`config.mk`:
```
export PLATFORM = sky130hd
export DESIGN_NAME = rupt_controller
export DESIGN_NICKNAME = d
export VERILOG_FILES = /design/src/rtl/rupt_controller.sv
export SDC_FILE = /design/constraint.sdc
export NUM_CORES = 1
export LEC_CHECK = 0
export CORE_MARGIN = 10
export CORE_UTILIZATION = 31
export CTS_BUF_LIST = sky130_fd_sc_hd__clkbuf_16
export CTS_CLUSTER_SIZE = 24
export DETAILED_ROUTE_END_ITERATION = 8
export PLACE_DENSITY = 0.68
export SETUP_SLACK_MARGIN = 0.1
export SYNTH_ARGS = -nofsm -noshare
export SYNTH_HDL_FRONTEND = slang
export SYNTH_SLANG_ARGS = --single-unit
```
`constraint.sdc`:
```
create_clock -name clock -period 1.9 [get_ports clock]
set_clock_uncertainty 0.2 [all_clocks]
set_input_delay 0.19 -clock clock [delete_from_list [all_inputs] [get_ports clock]]
set_output_delay 0.19 -clock clock [all_outputs]
set_load 0.02 [all_outputs]
```
`src/rtl/rupt_controller.sv`:
```
// Interrupt sequencer: latches requests, drains the pipeline by holding fetch,
// then redirects to the winning source's vector with a one-cycle take/flush strobe.
module rupt_controller #(
  parameter int unsigned NUM_RUPT     = 10,
  parameter int unsigned DRAIN_CYCLES = 2,
  parameter logic [11:0] VECTOR_BASE  = 12'o4000
) (
  input  logic                clock,
  input  logic                reset,
  input  logic [NUM_RUPT-1:0] rupt_req,
  input  logic                inhint,
  input  logic                relint,
  input  logic                resume,
  input  logic                core_stall,
  input  logic                branch_E,
  input  logic                halt,
  input  logic [11:0]         resume_pc,
  output logic                hold_fetch,
  output logic                rupt_take,
  output logic [11:0]         rupt_vector,
  output logic                rupt_active,
  output logic [11:0]         saved_pc,
  output logic [NUM_RUPT-1:0] pending,
  output logic                enabled
);

  localparam int unsigned CNT_W = $clog2(DRAIN_CYCLES + 1);
  localparam logic [CNT_W-1:0] DRAIN_LAST = CNT_W'(DRAIN_CYCLES - 1);

  typedef enum logic [1:0] {IDLE, DRAIN, TAKE, ACTIVE} state_t;

  state_t              state, state_n;
  logic [CNT_W-1:0]    drain_cnt, drain_cnt_n;
  logic [NUM_RUPT-1:0] win_onehot;
  logic [NUM_RUPT-1:0] clear;
  logic [11:0]         win_offset;

  // Scan from the top down so the lowest-index pending bit is the last write.
  always_comb begin
    win_onehot = '0;
    win_offset = '0;
    for (int unsigned i = NUM_RUPT; i > 0; i--) begin
      if (pending[i-1]) begin
        win_onehot      = '0;
        win_onehot[i-1] = 1'b1;
        win_offset      = 12'(i * 4);
      end
    end
  end

  assign clear = (state == TAKE) ? win_onehot : '0;

  always_comb begin
    state_n     = state;
    drain_cnt_n = drain_cnt;
    case (state)
      IDLE: begin
        drain_cnt_n = '0;
        if ((|pending) && enabled && !halt) state_n = DRAIN;
      end
      DRAIN: begin
        if (inhint || halt) begin
          state_n     = IDLE;
          drain_cnt_n = '0;
        end else if (branch_E) begin
          drain_cnt_n = '0;
        end else if (!core_stall) begin
          if (drain_cnt == DRAIN_LAST) begin
            state_n     = TAKE;
            drain_cnt_n = '0;
          end else begin
            drain_cnt_n = drain_cnt + 1'b1;
          end
        end
      end
      TAKE: begin
        state_n     = ACTIVE;
        drain_cnt_n = '0;
      end
      ACTIVE: begin
        if (resume) state_n = IDLE;
      end
      default: state_n = IDLE;
    endcase
  end

  always_ff @(posedge clock) begin
    if (reset) begin
      state     <= IDLE;
      drain_cnt <= '0;
      pending   <= '0;
      enabled   <= 1'b0;
      saved_pc  <= '0;
    end else begin
      state     <= state_n;
      drain_cnt <= drain_cnt_n;
      // A request arriving with its own clear stays pending.
      pending   <= (pending & ~clear) | rupt_req;
      if (inhint)      enabled <= 1'b0;
      else if (relint) enabled <= 1'b1;
      if (state == TAKE) saved_pc <= resume_pc;
    end
  end

  assign hold_fetch  = (state == DRAIN) || (state == TAKE);
  assign rupt_take   = (state == TAKE);
  assign rupt_active = (state == ACTIVE);
  assign rupt_vector = rupt_take ? (VECTOR_BASE + win_offset) : VECTOR_BASE;

endmodule

```
Word level (Yosys, flattened, before mapping):

Cells that the tools add are included.

* logic and storage cells: 66
* input bits: 30
* output and inout bits: 38
* flip-flop bits (word level): 27

* equal/unequal tests: 10
* $add $sub $neg: 2
* muxes and demuxes: 34
* bitwise gates (word level): 3
* reduce and logical (&&, ||, !) cells: 12

Operators with widths (number)
* $mux 12: 10
* $mux 10: 11
* $mux 2: 10
* $add 12x12->12 const A: 1
* $and 10x10->10: 1
* $not 10->10: 1
* $or 10x10->10: 1
* $reduce_or 10->1: 1
* $ne 3x3->1 const B: 3
* $pmux 2 s4: 1
* $mux 6: 1
* $reduce_and 5->1: 1
* $eq 2x1->1 const B: 2
* $eq 2x2->1 const B: 2
* $ne 2x2->1 const B: 2
* $ne 4x4->1 const B: 1
* $pmux 2 s2: 1
* $reduce_or 2->1: 2
* $add 2x1->2 const B: 1
* $logic_and 1x1->1: 2
* $logic_not 2->1: 1
* $logic_or 1x1->1: 2
* $reduce_and 2->1: 1
* $reduce_bool 2->1: 1
* $logic_not 1->1: 1

Longest topological paths before layout:

* depth in word-level cells: 14
* gate-level depth with buffers: 7
* depth with buffers taken out: 6

Worst setup path before layout:

Ideal clock, no wire load.

* path kind: flip-flop to output port
* from: register state[0]
* to: output rupt_vector[5]
* arrival time: 1827 ps
* buffers on the path: 1
* path slack: -317 ps
* cell stages (with the launch flop): 7
* data required time: 1510 ps
* path through: dfxtp_1 inv_1 ha_1 clkbuf_1 nor4b_1 nand3_1 nor2_1

* word-level cells in the longest chain between the ends: 2

Ends and longest elaborated chain
* start: declaration: line 32 `state_t state, state_n;`
* start signal: assignment: line 95 `state <= state_n;`
* $eq 2x2->1: line 106 `assign rupt_take = (state == TAKE);`
* net rupt_take: line 19 `output logic rupt_take,`
* $mux 12: line 108 `assign rupt_vector = rupt_take ? (VECTOR_BASE + win_offset) : VECTOR_BASE;`
* end: declaration: line 20 `output logic [11:0] rupt_vector,`

The timed path passes the listed nets, and every way through them passes these cells.

Final worst setup path:

* from: register state[0]
* to: output rupt_vector[5]

* word-level cells in the longest chain between the ends: 2

Ends and longest elaborated chain (line)
* $eq 2x2->1: 106
* $mux 12: 108

Every way passes these cells.

==> impl_metrics.yaml <==
clock_network:
  cts_root_buf: "clkbuf_16"
  clk_pin_slew_ns: 0.07
  post-cts-setup-buffer-count: 0
  clock_path_buffers: 2
  cts_tree: "built"
  hold_buffers: 0
  clock-sinks: 27
  worst_skew_pair.late_latency_ns: 0.26
  h-tree-depth: 1
  cts_buffers: 3
synthesis:
  yosysTopAreaCell: "dfxtp_1"
  synth_top_area_share_pct: 43.20
  synthFlopType: "dfxtp_1"
  syn_area_um2: 1251
  seq_area_frac_synth_pct: 43.20
  syn_area_per_cell_um2: 8.689
  ys_top_cells_by_area: "dfxtp_1 (43%), mux2i_1 (9.6%), nor2_1 (8.1%), a21oi_1 (4.8%), buf_4 (4.8%)"
  netlist-cell-type-count: 32
  async_flop_share_pct: 0
  synth_common_cells: "dfxtp_1 (27), nor2_1 (27), a21oi_1 (12), inv_1 (12), mux2i_1 (12)"
  synth-edff-count: 0
  ys_warn_count: 0
  ys_seq_elements: 27
  syn-instance-count: 144
floorplan:
  coreArea_um2: 3943
  die_h_um: 83.53
  ios: 68
  initial_core_util_pct: 31.74
  die_area_um2: 6977
  rows: 23
  die_w_um: 83.53
power:
  total_power_mw: 1.366
  vdd_drop_max_v: 0.0005192
  power.density_nw_per_um2: 619.9
  p_leak_nw: 0.9457
drt:
  first_iter_violations: 50
  wirelength_um: 3719
  viasPerCell: 4.482
  drc: 0
  via_count: 1219
  drtPass1Iterations: 4
  antenna_left: 0
  wire_per_inst_um: 13.67
setup_path:
  worstPathMaxFanout: 3
  critical-path-top-delay-family: "simple AND/OR/NAND/NOR gates"
  timing.critical_path.slowest_cell_delay_ns: 0.33
  cp_cell_sequence: "inv_2 -> ha_4 -> nor4b_4 -> nand3_2 -> nor2_4 -> buf_6"
  slowest_stage: "dfxtp_2"
  cp.buffers_inverters: 2
  crit_path_start_kind: "flip-flop"
  cp.required_ns: 1.51
  cp-end-kind: "output pin"
  critPathArrivalTime_ns: 1.38
  crit_type: "reg -> out"
place:
  dp.cells: 268
  numPortBuffers: 59
  hpwl_um: 2934
  gp_congestion: 0.7567
  preCtsSetupSlack_ns: -0.1907
sta:
  fin_ws_ns: 0.1321
  setup-tns-final_ns: 0
  rsz0062_at_grt: "yes"
  fin_crit_ns: 1.768
  slew_viol_final: 0
  timing.final.crit_share_pct: 93.05
  hold_viol: 0
  hold_slack_ns: 0.1042
  setup_viol: 0
  fmax_ghz: 0.5656
final_layout:
  drive_gt1_share_pct: 23.42
  area_delta_synth_final_pct: 76.10
  antenna_cells: 0
  fin_cells: 272
  nets: 257
min_path:
  hp-class: "in -> reg"
status:
  status: "completed"
run:
  max_cap_viol_count: 0
global_route:
  grt_max_degree: 15
  track_usage_pct: 9.827
  grt_first_pass_wirelength_um: 5947
  gr-total-overflow: 0
  antenna_found_initial: 0
  grt_pass1_vias: 1257
==> logic make-up after synthesis <==
family	Yosys count	share of synthesized area, %
other	2	0.6002
AO/OA/AOI/OAI	25	13.00
buffers and inverters	25	9.999
AND/OR/NAND/NOR	48	18.70
multiplexers	13	10.50
adder cells (fa/ha/maj)	4	4.000
flip-flops	27	43.20
==> state kept, by name, indices dropped and copies added, names as in the netlist, named ones only <==
name and count:
enabled 1, state 1, saved_pc 12, drain_cnt 2, pending 10
==> final cells by class <==
class,count,area (um^2)
Tap cell,50,62.56
Multi-Input combinational cell,98,706.9
Sequential cell,27,545.5
Inverter,12,45.04
Clock buffer,3,75.07
Fill cell,369,1739
Timing Repair Buffer,81,764.5
Clock inverter,1,3.754
==> layout by cell type, fill, tap and decap left out, drive strengths merged, types with 3 or more instances in the layout <==
cell and count:
dlymetal6s2s 7, buf 26, nor2 27, dfxtp 27, conb 8, nand2b 4
inv 13, mux2i 12, o21ai 5, clkbuf 4, a21oi 12, nor3 3
ha 4, clkdlybuf4s50 44
==> worst reg2reg max path: stages (launching register included) <==
cell,delay (ns)
dfxtp_2,0.32
or4b_4,0.48
a32oi_2,0.26
buf_4,0.16
a41o_1,0.15
o41ai_1,0.06
==> power by group <==
| part | internal [mW] | switching, mW | total [mW] | leakage [nW] |
|---|---|---|---|---|
| Combinational | 0.149 | 0.139 | 0.288 | 0.681 |
| Clock | 0.281 | 0.188 | 0.469 | 0.0423 |
| Sequential | 0.588 | 0.0209 | 0.609 | 0.223 |
| Total | 1.02 | 0.348 | 1.37 | 0.946 |
==> timing repair <==
item	in CTS	in global routing
pin swaps	3	6
gates resized for setup	26	27
endpoints found under the setup margin	8	15
cloned	0	0
==> per-layer routing <==
metal / routed length [um] / track usage [%] / vias to the layer above
li1: - / - / 631
met1: 1566 / 11.12 / 548
met2: 1788 / 16.29 / 38
met3: 356 / 5.566 / 2
met4: 8 / 0.9132 / 0
met5: 0 / 0 / -
==> per-stage QoR <==
| step | area, um^2 | utilization, % |
|---|---|---|
| floorplan | 1304 | - |
| global placement | 2038 | 51.70 |
| detailed placement | 2038 | 51.70 |
| CTS | 2116 | 53.67 |
| global route | 2203 | 55.89 |
| finish | 2203 | 55.89 |
==> final timing paths <==
kind,from,to,slack (ns),cells after the start
worst min-delay path,branch_E,drain_cnt[1]$_SDFFE_PP0P_,0.10,4
worst max register to register,drain_cnt[1]$_SDFFE_PP0P_,flip-flop,0.16,5
worst max-delay path,state[0]$_SDFFE_PP0P_,rupt_vector[5],0.13,6
worst min register to register,saved_pc[9]$_SDFFE_PP0P_,saved_pc[9]$_SDFFE_PP0P_,0.29,2
Power figures use the tool's default switching activity.
